[config.mk]
export PLATFORM = sky130hd
export DESIGN_NAME = uart_rx
export DESIGN_NICKNAME = d
export VERILOG_FILES = /design/src/rtl/uart_rx.sv
export SDC_FILE = /design/constraint.sdc
export NUM_CORES = 1
export LEC_CHECK = 0
export ABC_AREA = 0
export BUFFER_PORTS_ARGS = -buffer_cell sky130_fd_sc_hd__buf_2
export CORE_ASPECT_RATIO = 0.8
export CORE_MARGIN = 3
export CORE_UTILIZATION = 45
export DETAILED_ROUTE_END_ITERATION = 16
export PLACE_DENSITY = 0.76
export SYNTH_ARGS = -nofsm -noshare
export SYNTH_HDL_FRONTEND = slang
export SYNTH_SLANG_ARGS = --single-unit
[constraint.sdc]
create_clock -name clk -period 1.97 [get_ports clk]
set_input_delay 0.0985 -clock clk [delete_from_list [all_inputs] [get_ports clk]]
set_output_delay 0.0985 -clock clk [all_outputs]
set_load 0.02 [all_outputs]
[src/rtl/uart_rx.sv]
// UART receiver: 2-flop synchronized rx, start/data/stop framing, one-entry valid/ready output buffer.
// Optional even-parity bit is enabled by defining UART_PARITY_EN.
module uart_rx #(
  parameter int BAUD_DIV  = 16,
  parameter int DATA_BITS = 8
) (
  input  logic                 clk,
  input  logic                 rst_n,
  input  logic                 rx,
  output logic [DATA_BITS-1:0] rx_data,
  output logic                 rx_valid,
  input  logic                 rx_ready,
  output logic                 frame_err,
  output logic                 overrun,
  output logic                 parity_err
);

  // Handshake: a word transfers on any clock edge where rx_valid & rx_ready are both high;
  // rx_data is held stable from rx_valid rising until that transfer.

  localparam int CW = $clog2(BAUD_DIV);
  localparam int BW = $clog2(DATA_BITS + 1);

  // The IDLE cycle that detects the falling edge counts as the first half-bit cycle.
  localparam logic [CW-1:0] HALF_LAST = CW'(BAUD_DIV / 2 - 2);
  localparam logic [CW-1:0] FULL_LAST = CW'(BAUD_DIV - 1);
  localparam logic [BW-1:0] BITS_LAST = BW'(DATA_BITS - 1);

  typedef enum logic [2:0] {
    IDLE,
    START,
    DATA,
`ifdef UART_PARITY_EN
    PARITY,
`endif
    STOP,
    BREAK
  } state_t;

  state_t               state;
  logic                 rx_meta;
  logic                 rx_s;
  logic [CW-1:0]        cnt;
  logic [BW-1:0]        bit_cnt;
  logic [DATA_BITS-1:0] shift;
  logic                 frame_done;
`ifdef UART_PARITY_EN
  logic                 par_bad;
`endif

  always_ff @(posedge clk or negedge rst_n) begin
    if (!rst_n) begin
      rx_meta <= 1'b1;
      rx_s    <= 1'b1;
    end else begin
      rx_meta <= rx;
      rx_s    <= rx_meta;
    end
  end

  always_ff @(posedge clk or negedge rst_n) begin
    if (!rst_n) begin
      state      <= IDLE;
      cnt        <= '0;
      bit_cnt    <= '0;
      shift      <= '0;
      frame_done <= 1'b0;
      rx_data    <= '0;
      rx_valid   <= 1'b0;
      frame_err  <= 1'b0;
      overrun    <= 1'b0;
`ifdef UART_PARITY_EN
      par_bad    <= 1'b0;
      parity_err <= 1'b0;
`endif
    end else begin
      frame_err  <= 1'b0;
      overrun    <= 1'b0;
      frame_done <= 1'b0;
`ifdef UART_PARITY_EN
      parity_err <= 1'b0;
`endif

      // Output buffer: a completing frame may load in the same cycle the old word is taken.
      if (frame_done) begin
        if (!rx_valid || rx_ready) begin
          rx_data  <= shift;
          rx_valid <= 1'b1;
`ifdef UART_PARITY_EN
          parity_err <= par_bad;
`endif
        end else begin
          overrun <= 1'b1;
        end
      end else if (rx_valid && rx_ready) begin
        rx_valid <= 1'b0;
      end

      case (state)
        IDLE: begin
          if (!rx_s) begin
            state <= START;
            cnt   <= '0;
          end
        end
        START: begin
          if (cnt == HALF_LAST) begin
            cnt     <= '0;
            bit_cnt <= '0;
            state   <= rx_s ? IDLE : DATA;
          end else begin
            cnt <= cnt + CW'(1);
          end
        end
        DATA: begin
          if (cnt == FULL_LAST) begin
            cnt   <= '0;
            shift <= {rx_s, shift[DATA_BITS-1:1]};
            if (bit_cnt == BITS_LAST) begin
              bit_cnt <= '0;
`ifdef UART_PARITY_EN
              state   <= PARITY;
`else
              state   <= STOP;
`endif
            end else begin
              bit_cnt <= bit_cnt + BW'(1);
            end
          end else begin
            cnt <= cnt + CW'(1);
          end
        end
`ifdef UART_PARITY_EN
        PARITY: begin
          if (cnt == FULL_LAST) begin
            cnt     <= '0;
            par_bad <= (^shift) ^ rx_s;
            state   <= STOP;
          end else begin
            cnt <= cnt + CW'(1);
          end
        end
`endif
        STOP: begin
          if (cnt == FULL_LAST) begin
            cnt <= '0;
            if (rx_s) begin
              frame_done <= 1'b1;
              state      <= IDLE;
            end else begin
              frame_err <= 1'b1;
              state     <= BREAK;
            end
          end else begin
            cnt <= cnt + CW'(1);
          end
        end
        BREAK: begin
          if (rx_s) state <= IDLE;
        end
        default: state <= IDLE;
      endcase
    end
  end

`ifndef UART_PARITY_EN
  assign parity_err = 1'b0;
`endif

endmodule

==> metrics.csv <==
metric;value;unit
Initial Utilization;49.9;%
row count;17;
sequential share of power;49.1;%
DRT iter0 DRCs;77;
vias after detailed routing;942;
P_int;1.19;mW
clk sink count;33;
hpwl dp;1.81;mm
Hold Path Class;primary input to flip-flop;
final setup fails;0;
switching share of power;31.6;%
Die Area;3960;um^2
Mapped Cells;119;
Clock Skew;0.00577;ns
CTS buffer count;5;
Remaining Overflow, GRT;0;
Die Span X;69.6;um
H-tree depth;2;
first-pass GRT wire length;4.46;mm
WL/cell;14.2;um
syn avg cell area;12.2;um^2
register area;828;um^2
Final Cell Area;1650;um^2
#FFs+latches synth;33;
Clock Tree Root;clkbuf_8;
Fin. Hold Viols;0;
vias in the first global route;938;
GP Congestion;0.852;
nets@finish;146;
slew at the pin with the worst max-slew slack;0.702;ns
status;finished, final reports clean;
Final ANT Viol Nets;0;
RSZ-0062 raised after global routing;no;
Logic pwr share;23.9;%
post-synthesis cell area;1460;um^2
Data required, critical path;2.13;ns
register area share after synthesis;56.9;%
largest family of logic cells by synthesized area;multiplexers;
unique cell type count in the Yosys netlist;34;
FFs w/ async S/R, synth;100;%
CP arrival;1.91;ns
TritonRoute pass-1 iters;4;
Ys Warns;0;
Clock Path Buffers;2;
Via density;5.29;
WS Path Type;flip-flop to flip-flop;
PwrDens;1060;nW/um^2
CP endpoint kind;flip-flop;
max_cap viols;0;
fmax;0.570;GHz
CP Max Fanout;7;
most common cell after layout, fill and taps aside;dfrtp_1;
n_diodes;0;
Synth Area in Simple Gates;12.6;%
CTS clk-pin slew, worst paths;0.07;ns
Area Growth Syn to Fin;13.3;%
multi-input logic area;574;um^2
Synth Area in XOR/XNOR;0;%
TNS Setup;0;ns
Main synth FF type;dfrtp_1;
proportion of layout cells with a drive suffix above 1;31.4;%
commonest cells after routing, fill and taps aside;31 x dfrtp_1, 16 x mux2_2, 14 x buf_2;
DRC errors left;0;
crit share post-route;89.1;%
Port Buffers;14;
Compound-Gate Fraction of Synth Area;10.6;%
number of antenna violations at the first check in global routing;0;
largest net degree at the start of global routing;34;
Pins Over Slew Limit;0;
Syn Nets;126;
final wirelength;2.53;mm
number of synthesized flops with an enable pin;0;
CTS tree;done;
Slew HR;53.2;%
crit start category;flip-flop;
Synth Area in Adders;2.58;%
power share of the clock group;27.0;%
Tmin final;1.76;ns
switching power total;0.551;mW
P_leak;0.823;nW
core area;2910;um^2
Ports;16;
worst skew pair latency;0.28;ns
gr usage total;14.9;%
fillers;246;
placed cell area;1550;um^2
worst IR drop on VDD;0.637;mV
proportion of synthesized area in mux cells;13.4;%
die height;56.9;um
==> worst max-delay path, stage by stage, from the launching register on <==
cell,delay (ns)
dfrtp_1,0.42
ha_1,0.26
and3_1,0.19
a22oi_1,0.45
nand2b_1,0.21
o21ai_0,0.09
==> repair_timing <==
item                                    in CTS  in global routing
endpoints found under the hold margin       32                  0
buffers inserted                             0                  0
gates resized for setup                      0                  0
hold buffers                                 2                  0
endpoints found under the setup margin       0                  0
==> power by group through the flow <==
stage | sequential [mW] | combinational [mW] | clock, mW
final | 0.856 | 0.417 | 0.471
after global routing | 0.871 | 0.474 | 0.520
after CTS | 0.851 | 0.422 | 0.490
after detailed placement | 0.862 | 0.417 | 0
after global placement | 0.856 | 0.397 | 0
after floorplan | 0.823 | 0.367 | 0
==> synthesized netlist by cell type, types with 2 or more instances <==
cell,number,area share [%]
a21oi_1,6,2.1
dfrtp_1,31,53
o21ai_0,5,1.7
o31ai_1,2,1.0
nand2_1,8,2.1
nor2_1,9,2.3
nand2b_1,2,0.86
buf_4,2,1.0
nand3_1,3,1.0
ha_1,3,2.6
o22ai_1,2,0.86
nor2b_1,2,0.86
dfstp_2,2,3.6
mux2_2,16,12
inv_1,7,1.8
==> sequential cells by signal (all words and copies together), names as in the netlist, 3 cells and up <==
signal,cells
rx_data,8
shift,8
bit_cnt,4
state,3
cnt,4
==> kinds of logic (layout without fill, tap and decap cells) <==
logic type,after synthesis,after routing
AND/OR/NAND/NOR,33,33
AO/OA/AOI/OAI,22,22
buffers and inverters,10,31
other,1,1
flip-flops,33,33
multiplexers,17,17
adder cells (fa/ha/maj),3,3
==> final timing paths <==
check	start	endpoint	slack, ns	cells after the start
hold / removal	rx_ready	overrun	0.11	3
setup reg to reg	cnt[0]	bit_cnt[0]	0.21	5
hold reg to reg	rx_meta	rx_s	0.36	0
max in group asynchronous	rst_n	shift[6]	1.11	2
setup / recovery	cnt[0]	bit_cnt[0]	0.21	5
min in group asynchronous	rst_n	rx_data[3]	0.41	2
==> per-stage QoR <==
| step | utilization [%] | std cells | setup slack [ns] | hold WS [ns] | power (mW) |
|---|---|---|---|---|---|
| 2_1_floorplan | - | 119 | 0.412 | -0.197 | 1.19 |
| 3_3_place_gp | 53.1 | 168 | 0.315 | 0.177 | 1.25 |
| 3_5_place_dp | 53.1 | 168 | 0.240 | 0.182 | 1.28 |
| 4_1_cts | 56.6 | 178 | 0.244 | 0.109 | 1.76 |
| 5_1_grt | 56.6 | 178 | 0.0299 | 0.126 | 1.86 |
| 6_report | 56.6 | 178 | 0.215 | 0.112 | 1.74 |
==> per-layer routing <==
layer / global-route usage (%) / share of wire, % / up-vias
li1: - / - / 460
met1: 19.7 / 47 / 456
met2: 20.8 / 46 / 22
met3: 6.26 / 5.9 / 4
met4: 7.52 / 1.4 / 0
met5: 0 / 0 / -
==> final cells by class <==
| class | instances | area share (%) |
|---|---|---|
| clock buffer | 6 | 4.40 |
| clock inverter | 2 | 0.607 |
| inverter | 7 | 1.59 |
| multi-input combinational | 76 | 34.8 |
| sequential | 33 | 50.2 |
| tap | 38 | 2.88 |
| timing repair buffer | 16 | 5.46 |
(Power assumes the default switching activity.)
